File: config.mk
export PLATFORM = sky130hd
export DESIGN_NAME = mem_port_arbiter_flat
export DESIGN_NICKNAME = d
export VERILOG_FILES = /design/src/rtl/mem_port_arbiter_pkg.sv /design/src/rtl/mem_port_arbiter_if.sv /design/src/rtl/mem_port_arbiter_starve_counter.sv /design/src/rtl/mem_port_arbiter.sv /design/src/flat_wrapper.sv
export SDC_FILE = /design/constraint.sdc
export NUM_CORES = 1
export LEC_CHECK = 0
export ABC_AREA = 1
export CAP_MARGIN = 10
export CORE_ASPECT_RATIO = 1.5
export CORE_MARGIN = 10
export CORE_UTILIZATION = 37
export CTS_CLUSTER_DIAMETER = 40
export DETAILED_ROUTE_END_ITERATION = 6
export PLACE_DENSITY = 0.87
export SYNTH_ARGS = -nofsm -noshare
export SYNTH_HDL_FRONTEND = slang
export SYNTH_SLANG_ARGS = --single-unit
File: constraint.sdc
create_clock -name clk -period 3.1 [get_ports clk]
set_clock_uncertainty 0.1 [all_clocks]
set_input_delay 0.31 -clock clk [delete_from_list [all_inputs] [get_ports clk]]
set_output_delay 0.31 -clock clk [all_outputs]
set_load 0.005 [all_outputs]
File: src/rtl/mem_port_arbiter_pkg.sv
// rtl/mem_port_arbiter_pkg.sv - shared widths and FSM encoding for the fetch/data memory arbiter
package mem_port_arbiter_pkg;

    localparam int DEF_ADDR_W       = 32;
    localparam int DEF_DATA_W       = 32;
    localparam int DEF_STARVE_LIMIT = 4;
    localparam int STARVE_CNT_W     = 4;

    typedef logic [1:0] arb_state_t;

    localparam arb_state_t ST_IDLE   = 2'b00;
    localparam arb_state_t ST_GNT_IF = 2'b01;
    localparam arb_state_t ST_GNT_DM = 2'b10;

endpackage

File: src/rtl/mem_port_arbiter_if.sv
// rtl/mem_port_arbiter_if.sv - pipeline-side and memory-side signals of the arbiter
interface mem_port_arbiter_if
    import mem_port_arbiter_pkg::*;
#(
    parameter int ADDR_W = DEF_ADDR_W,
    parameter int DATA_W = DEF_DATA_W
);
    logic                  if_req;
    logic [ADDR_W-1:0]     if_addr;
    logic [DATA_W-1:0]     if_rdata;
    logic                  if_ack;

    logic                  dm_req;
    logic                  dm_we;
    logic [ADDR_W-1:0]     dm_addr;
    logic [DATA_W-1:0]     dm_wdata;
    logic [DATA_W/8-1:0]   dm_wstrb;
    logic [DATA_W-1:0]     dm_rdata;
    logic                  dm_ack;

    logic                  stall_if;
    logic                  stall_mem;

    logic                  mem_valid;
    logic                  mem_we;
    logic [ADDR_W-1:0]     mem_addr;
    logic [DATA_W-1:0]     mem_wdata;
    logic [DATA_W/8-1:0]   mem_wstrb;
    logic                  mem_ready;
    logic [DATA_W-1:0]     mem_rdata;

    // Arbiter view: drives acks, stalls and the registered memory request.
    modport master (
        input  if_req, if_addr, dm_req, dm_we, dm_addr, dm_wdata, dm_wstrb,
        input  mem_ready, mem_rdata,
        output if_rdata, if_ack, dm_rdata, dm_ack, stall_if, stall_mem,
        output mem_valid, mem_we, mem_addr, mem_wdata, mem_wstrb
    );

    // Environment view: pipeline requesters plus the memory.
    modport slave (
        output if_req, if_addr, dm_req, dm_we, dm_addr, dm_wdata, dm_wstrb,
        output mem_ready, mem_rdata,
        input  if_rdata, if_ack, dm_rdata, dm_ack, stall_if, stall_mem,
        input  mem_valid, mem_we, mem_addr, mem_wdata, mem_wstrb
    );

endinterface

File: src/rtl/mem_port_arbiter_starve_counter.sv
// rtl/mem_port_arbiter_starve_counter.sv - saturating count of data grants taken while fetch waits
module mem_port_arbiter_starve_counter
    import mem_port_arbiter_pkg::*;
#(
    parameter int LIMIT = DEF_STARVE_LIMIT
) (
    input  logic                    clk,
    input  logic                    reset,
    input  logic                    if_req_i,
    input  logic                    if_grant_i,
    input  logic                    dm_grant_i,
    output logic [STARVE_CNT_W-1:0] cnt_o
);
    localparam logic [STARVE_CNT_W-1:0] LIMIT_C = STARVE_CNT_W'(LIMIT);

    logic [STARVE_CNT_W-1:0] cnt_q, cnt_d;

    always_comb begin
        cnt_d = cnt_q;
        if (!if_req_i || if_grant_i) begin
            cnt_d = '0;
        end else if (dm_grant_i && (cnt_q != LIMIT_C)) begin
            cnt_d = cnt_q + STARVE_CNT_W'(1);
        end
    end

    always_ff @(posedge clk or posedge reset) begin
        if (reset) begin
            cnt_q <= '0;
        end else begin
            cnt_q <= cnt_d;
        end
    end

    assign cnt_o = cnt_q;

endmodule

File: src/rtl/mem_port_arbiter.sv
// rtl/mem_port_arbiter.sv - shares one single-ported memory between instruction fetch and data access
module mem_port_arbiter
    import mem_port_arbiter_pkg::*;
#(
    parameter int ADDR_W       = DEF_ADDR_W,
    parameter int DATA_W       = DEF_DATA_W,
    parameter int STARVE_LIMIT = DEF_STARVE_LIMIT
) (
    input  logic               clk,
    input  logic               reset,
    mem_port_arbiter_if.master bus
);
    localparam int STRB_W = DATA_W / 8;

    arb_state_t              state_q, state_d;
    logic                    mem_valid_q, mem_valid_d;
    logic                    mem_we_q, mem_we_d;
    logic [ADDR_W-1:0]       mem_addr_q, mem_addr_d;
    logic [DATA_W-1:0]       mem_wdata_q, mem_wdata_d;
    logic [STRB_W-1:0]       mem_wstrb_q, mem_wstrb_d;

    logic [STARVE_CNT_W-1:0] starve_cnt;
    logic                    starved;
    logic                    grant_if;
    logic                    grant_dm;
    logic                    done;

    // Data normally wins; fetch takes over once data has starved it for STARVE_LIMIT grants.
    assign starved  = (starve_cnt == STARVE_CNT_W'(STARVE_LIMIT));
    assign grant_dm = (state_q == ST_IDLE) && bus.dm_req && !(bus.if_req && starved);
    assign grant_if = (state_q == ST_IDLE) && bus.if_req && !grant_dm;
    assign done     = mem_valid_q && bus.mem_ready;

    always_comb begin
        state_d     = state_q;
        mem_valid_d = mem_valid_q;
        mem_we_d    = mem_we_q;
        mem_addr_d  = mem_addr_q;
        mem_wdata_d = mem_wdata_q;
        mem_wstrb_d = mem_wstrb_q;
        case (state_q)
            ST_IDLE: begin
                if (grant_dm) begin
                    state_d     = ST_GNT_DM;
                    mem_valid_d = 1'b1;
                    mem_we_d    = bus.dm_we;
                    mem_addr_d  = bus.dm_addr;
                    mem_wdata_d = bus.dm_wdata;
                    mem_wstrb_d = bus.dm_we ? bus.dm_wstrb : '0;
                end else if (grant_if) begin
                    state_d     = ST_GNT_IF;
                    mem_valid_d = 1'b1;
                    mem_we_d    = 1'b0;
                    mem_addr_d  = bus.if_addr;
                    mem_wstrb_d = '0;
                end
            end
            ST_GNT_IF, ST_GNT_DM: begin
                if (done) begin
                    state_d     = ST_IDLE;
                    mem_valid_d = 1'b0;
                end
            end
            default: begin
                state_d     = ST_IDLE;
                mem_valid_d = 1'b0;
            end
        endcase
    end

    always_ff @(posedge clk or posedge reset) begin
        if (reset) begin
            state_q     <= ST_IDLE;
            mem_valid_q <= 1'b0;
            mem_we_q    <= 1'b0;
            mem_addr_q  <= '0;
            mem_wdata_q <= '0;
            mem_wstrb_q <= '0;
        end else begin
            state_q     <= state_d;
            mem_valid_q <= mem_valid_d;
            mem_we_q    <= mem_we_d;
            mem_addr_q  <= mem_addr_d;
            mem_wdata_q <= mem_wdata_d;
            mem_wstrb_q <= mem_wstrb_d;
        end
    end

    mem_port_arbiter_starve_counter #(
        .LIMIT (STARVE_LIMIT)
    ) u_starve (
        .clk        (clk),
        .reset      (reset),
        .if_req_i   (bus.if_req),
        .if_grant_i (grant_if),
        .dm_grant_i (grant_dm),
        .cnt_o      (starve_cnt)
    );

    assign bus.if_ack    = (state_q == ST_GNT_IF) && done;
    assign bus.dm_ack    = (state_q == ST_GNT_DM) && done;
    assign bus.stall_if  = bus.if_req && !bus.if_ack;
    assign bus.stall_mem = bus.dm_req && !bus.dm_ack;
    assign bus.if_rdata  = bus.mem_rdata;
    assign bus.dm_rdata  = bus.mem_rdata;

    assign bus.mem_valid = mem_valid_q;
    assign bus.mem_we    = mem_we_q;
    assign bus.mem_addr  = mem_addr_q;
    assign bus.mem_wdata = mem_wdata_q;
    assign bus.mem_wstrb = mem_wstrb_q;

endmodule

File: src/flat_wrapper.sv
// flat-port wrapper written by rule: the top's interface ports become plain ports
module mem_port_arbiter_flat import mem_port_arbiter_pkg::*;
#(
    parameter int ADDR_W       = DEF_ADDR_W,
    parameter int DATA_W       = DEF_DATA_W,
    parameter int STARVE_LIMIT = DEF_STARVE_LIMIT
)
  (clk, reset, bus_if_req, bus_if_addr, bus_dm_req, bus_dm_we, bus_dm_addr, bus_dm_wdata, bus_dm_wstrb, bus_mem_ready, bus_mem_rdata, bus_if_rdata, bus_if_ack, bus_dm_rdata, bus_dm_ack, bus_stall_if, bus_stall_mem, bus_mem_valid, bus_mem_we, bus_mem_addr, bus_mem_wdata, bus_mem_wstrb);
  mem_port_arbiter_if #(.ADDR_W(ADDR_W), .DATA_W(DATA_W)) bus_i ();
  input  logic clk;
  input  logic reset;
  input wire logic [$bits(bus_i.if_req)-1:0] bus_if_req;
  input wire logic [$bits(bus_i.if_addr)-1:0] bus_if_addr;
  input wire logic [$bits(bus_i.dm_req)-1:0] bus_dm_req;
  input wire logic [$bits(bus_i.dm_we)-1:0] bus_dm_we;
  input wire logic [$bits(bus_i.dm_addr)-1:0] bus_dm_addr;
  input wire logic [$bits(bus_i.dm_wdata)-1:0] bus_dm_wdata;
  input wire logic [$bits(bus_i.dm_wstrb)-1:0] bus_dm_wstrb;
  input wire logic [$bits(bus_i.mem_ready)-1:0] bus_mem_ready;
  input wire logic [$bits(bus_i.mem_rdata)-1:0] bus_mem_rdata;
  output wire logic [$bits(bus_i.if_rdata)-1:0] bus_if_rdata;
  output wire logic [$bits(bus_i.if_ack)-1:0] bus_if_ack;
  output wire logic [$bits(bus_i.dm_rdata)-1:0] bus_dm_rdata;
  output wire logic [$bits(bus_i.dm_ack)-1:0] bus_dm_ack;
  output wire logic [$bits(bus_i.stall_if)-1:0] bus_stall_if;
  output wire logic [$bits(bus_i.stall_mem)-1:0] bus_stall_mem;
  output wire logic [$bits(bus_i.mem_valid)-1:0] bus_mem_valid;
  output wire logic [$bits(bus_i.mem_we)-1:0] bus_mem_we;
  output wire logic [$bits(bus_i.mem_addr)-1:0] bus_mem_addr;
  output wire logic [$bits(bus_i.mem_wdata)-1:0] bus_mem_wdata;
  output wire logic [$bits(bus_i.mem_wstrb)-1:0] bus_mem_wstrb;
  assign bus_i.if_req = bus_if_req;
  assign bus_i.if_addr = bus_if_addr;
  assign bus_i.dm_req = bus_dm_req;
  assign bus_i.dm_we = bus_dm_we;
  assign bus_i.dm_addr = bus_dm_addr;
  assign bus_i.dm_wdata = bus_dm_wdata;
  assign bus_i.dm_wstrb = bus_dm_wstrb;
  assign bus_i.mem_ready = bus_mem_ready;
  assign bus_i.mem_rdata = bus_mem_rdata;
  assign bus_if_rdata = bus_i.if_rdata;
  assign bus_if_ack = bus_i.if_ack;
  assign bus_dm_rdata = bus_i.dm_rdata;
  assign bus_dm_ack = bus_i.dm_ack;
  assign bus_stall_if = bus_i.stall_if;
  assign bus_stall_mem = bus_i.stall_mem;
  assign bus_mem_valid = bus_i.mem_valid;
  assign bus_mem_we = bus_i.mem_we;
  assign bus_mem_addr = bus_i.mem_addr;
  assign bus_mem_wdata = bus_i.mem_wdata;
  assign bus_mem_wstrb = bus_i.mem_wstrb;
  mem_port_arbiter #(.ADDR_W(ADDR_W), .DATA_W(DATA_W), .STARVE_LIMIT(STARVE_LIMIT)) u_core (.clk(clk), .reset(reset), .bus(bus_i));
endmodule
# Word level (Yosys, flattened, before mapping)

Cells that the tools add are included.

Flip-flop bits (word level): 76
Output and inout port bits: 138
Word-level logic and storage cells: 55

Add/subtract/negate cells: 1
Equal/unequal tests: 6
Muxes and demuxes: 17
Reductions and logical operators: 24

Operators with widths:

| kind                  | count |
|---|---|
| $mux W32              | 2 |
| $mux W4               | 5 |
| $logic_and A1 B1 Y1   | 11 |
| $mux W2               | 3 |
| $reduce_and A2 Y1     | 3 |
| $logic_not A1 Y1      | 5 |
| $mux W1               | 5 |
| $add A4 B1 Y4 const B | 1 |
| $eq A4 B3 Y1 const B  | 1 |
| $ne A4 B3 Y1 const B  | 1 |
| $pmux W2 S2           | 1 |
| $reduce_bool A2 Y1    | 2 |
| $ne A3 B2 Y1 const B  | 1 |
| $eq A2 B1 Y1 const B  | 1 |
| $eq A2 B2 Y1 const B  | 1 |
| $logic_not A2 Y1      | 1 |
| $ne A2 B1 Y1 const B  | 1 |
| $pmux W1 S2           | 1 |
| $reduce_or A2 Y1      | 1 |
| $logic_or A1 B1 Y1    | 1 |

# Logic depth before layout (Yosys ltp)

Word-level depth: 9
Gate-level depth with buffers: 9
Gate-level depth less buffers: 8

# Modules after synthesis

From an unflattened synthesis, not the netlist that was laid out.

Cell total of the unflattened synthesis: 530
Area total of the unflattened synthesis: 4115.2 µm²

Modules (own cells, without submodules):

| module                          | times used | cells an instance | area each (µm²) | seq. area each (µm²) |
|---|---|---|---|---|
| mem_port_arbiter                | 1          | 500               | 3844.9          | 1801.7 |
| mem_port_arbiter_starve_counter | 1          | 30                | 270.3           | 100.1 |

# Worst setup path before layout

No wires, ideal clock.

Kind: register -> register
Start: register u_core.state_q[0]
End: register u_core.mem_addr_q[0] (netlist: u_core.bus.mem_addr[0])
Arrival time: 1.361 ns
Required time: 2.934 ns
Setup slack: 1.573 ns
Cell stages (with the launch flop): 8
Clock period less this slack: 1.527 ns
Cells stage by stage: dfrtp_1 inv_1 ha_1 nand2_1 buf_2 buf_1 nand3_1 nand2_1

Cells in the longest elaborated chain, start to end: 7
Elaborated cells on any way between the ends: 9

Ends and longest elaborated chain:

| element                          | RTL line                                                               | text |
|---|---|---|
| start: declaration               | mem_port_arbiter.sv:15                                                 | `arb_state_t state_q, state_d;` |
| start signal: assignment         | mem_port_arbiter.sv:80                                                 | `state_q <= state_d;` |
| $logic_not A2 Y1 (*)             | mem_port_arbiter.sv:30, mem_port_arbiter.sv:31, mem_port_arbiter.sv:41 |  |
| $logic_and A1 B1 Y1 (2 in a row) | mem_port_arbiter.sv:30                                                 | `assign grant_dm = (state_q == ST_IDLE) && bus.dm_req && !(bus.if_req && starved);` |
| $logic_not A1 Y1                 | mem_port_arbiter.sv:31                                                 | `assign grant_if = (state_q == ST_IDLE) && bus.if_req && !grant_dm;` |
| $logic_and A1 B1 Y1              | mem_port_arbiter.sv:31                                                 |  |
| $reduce_bool A2 Y1 (no line)     | --                                                                     |  |
| $reduce_and A2 Y1 (no line)      | --                                                                     |  |
| end signal: assignment           | mem_port_arbiter.sv:83                                                 | `mem_addr_q <= mem_addr_d;` |
| end: declaration                 | mem_port_arbiter.sv:18                                                 | `logic [ADDR_W-1:0] mem_addr_q, mem_addr_d;` |

Mark *: on every way between the ends. The rest lies on a longest branch, timed or not.
A chain may end at the register's enable or synchronous reset.

# Final worst setup path

Start: register u_core.u_starve.cnt_q[0] (netlist: u_core.u_starve.cnt_o[0])
End: register u_core.mem_addr_q[16] (netlist: u_core.bus.mem_addr[16])

Cells in the longest elaborated chain, start to end: 8
Elaborated cells on any way between the ends: 9

Ends and longest elaborated chain:

| element                      | RTL line                              | text |
|---|---|---|
| start: declaration           | mem_port_arbiter_starve_counter.sv:16 | `logic [STARVE_CNT_W-1:0] cnt_q, cnt_d;` |
| start signal: assignment     | mem_port_arbiter_starve_counter.sv:31 | `cnt_q <= cnt_d;` |
| $eq A4 B3 Y1 (*)             | mem_port_arbiter.sv:29                | `assign starved = (starve_cnt == STARVE_CNT_W'(STARVE_LIMIT));` |
| $logic_and A1 B1 Y1 (*)      | mem_port_arbiter.sv:30                |  |
| $logic_not A1 Y1 (*)         | mem_port_arbiter.sv:30                |  |
| $logic_and A1 B1 Y1 (*)      | mem_port_arbiter.sv:30                |  |
| $logic_not A1 Y1             | mem_port_arbiter.sv:31                |  |
| $logic_and A1 B1 Y1          | mem_port_arbiter.sv:31                |  |
| $reduce_bool A2 Y1 (no line) | --                                    |  |
| $reduce_and A2 Y1 (no line)  | --                                    |  |

Marked as above.

==> summary.md <==
| Metric | Value |
|---|---|
| Clock sink count | 76 |
| Crit Path Category | reg -> reg |
| Cell internal pwr | 3.37 mW |
| Leak | 3.05 nW |
| Peak Freq | 0.477 GHz |
| Clock slew at reported path FFs | 0.06 ns |
| Area of the core | 11100 sq um |
| Crit start category | flip-flop |
| Setup bufs post-CTS | 0 |
| PwrDens | 859 nW/um^2 |
| Slew Viols, Final | 0 |
| GRT Util Overall | 0.158 |
| Non-Filler Instances | 816 |
| Clock power frac | 0.217 |
| Post-Syn Area | 4210 sq um |
| Nets | 808 |
| Fin Hold WS | 0.272 ns |
| Final worst path period share | 0.677 |
| Setup Viol. Count Final | 0 |
| Switching Share | 0.340 |
| Boundary Pins | 276 |
| Via density | 4.65 |
| Num CTS Buffers | 9 |
| Share of cells above drive strength 1 | 0.0404 |
| Hold Vio Cnt, Final | 0 |
| Largest net degree at the start of global routing | 50 |
| Register area | 1900 sq um |
| Syn_nets | 702 |
| Multi-input logic area | 1400 sq um |
| Status | complete, no violations |
| Longest Clk Path Bufs | 2 |
| Die ar. | 16100 sq um |
| CTS tree | done |
| Vias in the first global route | 3978 |
| DRC errors left | 0 |
| Max VDD drop | 0.551 mV |
| ANT nets after route | 0 |
| Antenna Cells | 0 |
| Mapped Cells | 559 |
| Antenna violations before repair | 0 |
| Initial detailed-routing violation count | 122 |
| Placer Congestion | 0.793 |
| Syn avg cell area | 7.54 sq um |
| Buffers on Ports | 179 |
| Area share of the largest cell type after synthesis | 0.451 |
| Vias | 3798 |
| DIE HEIGHT | 151 um |
| H-tree depth | 3 |
| Crit path required time | 3.21 ns |
| Top post-synthesis cells by area | dfrtp_1 45%, nand2_1 17%, nand3_1 13%, buf_4 13%, inv_1 6.8% |
| Post-synth cell types | 16 |
| Worst slew pin tran | 0.663 ns |
| Area growth, synth to finish | 41.2% |
| Final WL | 12.9 mm |
| Starting Density | 0.379 |
| Total grt overflow | 0 |
| Resized Gates After CTS | 0 |
| Root buffer cell | clkbuf_16 |
| Maximum fanout along the worst path | 49 |
| Post-synthesis sequential area ratio | 0.451 |
| Crit-path max cell delay | 0.49 ns |
| Syn. warnings | 0 |
| Combinational Power Share | 0.449 |
| R2R depth | 8 |
| Unrepaired setup endpoints after global routing | no |
| Crit path top cell by count | nand2_1 |
| CTS Hold Bufs | 0 |
| Critical-path cell list | inv_1 > ha_1 > nand4_2 > nand2_4 > buf_4 > nand2_1 > nand3_1 > nand2_1 |
| Worst Hold Class | in -> async |
| CP max-delay cell | buf_4 |
| Global-route wire length before repair | 20.2 mm |
| DP HPWL | 9.52 mm |
| Setup TNS | 0 ns |
| Yosys reg bits | 76 |
| Die width | 107 um |
| Min cycle time layout | 2.10 ns |
| Filler instances | 995 |
| Flop pwr share | 0.335 |
| Dpl cells | 801 |
| Cell taking the most area after synthesis | dfrtp_1 |
| Slew headroom | 0.557 |
| Switch Pwr | 1.74 mW |
| Worst Path Arrival | 2.21 ns |
| Row Count | 47 |
| Crit end category | flip-flop |
| Wire length per cell | 15.8 um |
| Drt pass-1 iters | 5 |
| Max-cap viol count | 0 |
| Worst-skew pair later-pin latency | 0.33 ns |
[per-layer routing]
metal | part of all wire | track usage | up-vias | wire (um)
met3 | 0.096 | 0.0569 | 50 | 1240
met4 | 0.034 | 0.0740 | 0 | 439
met2 | 0.54 | 0.295 | 161 | 6930
met1 | 0.33 | 0.147 | 1735 | 4320
met5 | 0 | 0 | - | 0
li1 | - | - | 1852 | -
[path summary, 6_finish.rpt]
path                                                       from                                    to  slack [ns]
max                        u_core.u_starve.cnt_o[0]$_DFFE_PP0P_   u_core.bus.mem_addr[16]$_DFFE_PP0P_        1.00
min                                                       reset  u_core.bus.mem_wdata[26]$_DFFE_PP0P_        0.27
max reg2reg                u_core.u_starve.cnt_o[0]$_DFFE_PP0P_   u_core.bus.mem_addr[16]$_DFFE_PP0P_        1.00
min reg2reg                u_core.bus.mem_wdata[18]$_DFFE_PP0P_  u_core.bus.mem_wdata[18]$_DFFE_PP0P_        0.38
max in group asynchronous                                 reset  u_core.u_starve.cnt_o[0]$_DFFE_PP0P_        1.96
min in group clk           u_core.bus.mem_wdata[18]$_DFFE_PP0P_  u_core.bus.mem_wdata[18]$_DFFE_PP0P_        0.38
[cells in the final DEF, fill, tap and decap left out, drive strengths merged]
cell type,synthesis,layout
nand2,187,187
clkdlybuf4s50,0,179
nand3,108,108
inv,78,77
dfrtp,76,76
clkbuf,6,9
o21ai,7,7
buf,85,7
ha,5,5
clkinv,0,4
nor2,3,3
xor2,2,2
bufinv,0,2
nand4,2,2
clkinvlp,0,1
[cells in the mapped netlist, drive strengths merged]
| cell | n |
|---|---|
| nand4 | 2 |
| nand2 | 187 |
| nor2 | 3 |
| nand3 | 108 |
| clkbuf | 6 |
| inv | 78 |
| xor2 | 2 |
| dfrtp | 76 |
| ha | 5 |
| o21ai | 7 |
| buf | 85 |
[cell families after synthesis]
logic type	count (synthesis)	share of synthesized area
fa+ha+maj	5	0.0149
xor+xnor	2	0.00416
flops	76	0.451
buf+inv	169	0.217
compound gates	7	0.00832
simple gates	300	0.304
[state kept, by name (all words and copies together) (netlist names)]
register / count
u_core.bus.mem_addr: 32
u_core.bus.mem_wdata: 32
u_core.bus.mem_wstrb: 4
u_core.u_starve.cnt_o: 4
u_core.state_q: 2
u_core.bus.mem_valid: 1
u_core.bus.mem_we: 1
[critical path: cells and delay by family, from the launching register on]
family	cells	cell delay, ns
fa+ha+maj	1	0.20
flops	1	0.41
simple gates	5	0.66
buf+inv	2	0.59
[stage by stage]
step | utilization | total power, mW | worst slack [ns] | instance area [sq um]
after floorplan | - | 2.77 | 0.752 | 4210
after global placement | 0.507 | 4.00 | 0.838 | 5630
after detailed placement | 0.507 | 4.06 | 0.757 | 5630
after CTS | 0.535 | 5.20 | 0.980 | 5950
after global routing | 0.535 | 5.50 | 0.803 | 5950
final | 0.535 | 5.11 | 1.00 | 5950
[power groups by stage]
stage          clock network (mW)  registers (mW)  logic (mW)
2_1_floorplan                   0            1.74        1.03
3_3_place_gp                    0            1.70        2.29
3_5_place_dp                    0            1.72        2.34
4_1_cts                      1.14            1.71        2.35
5_1_grt                      1.18            1.76        2.56
6_report                     1.11            1.71        2.29
[layout make-up]
cell class                 count  area share
sequential                    76       0.320
timing repair buffer         186       0.312
multi-input combinational    314       0.235
inverter                      78      0.0494
clock buffer                   9      0.0379
tap                          147      0.0309
clock inverter                 6      0.0151
Power figures use the tool's default switching activity.
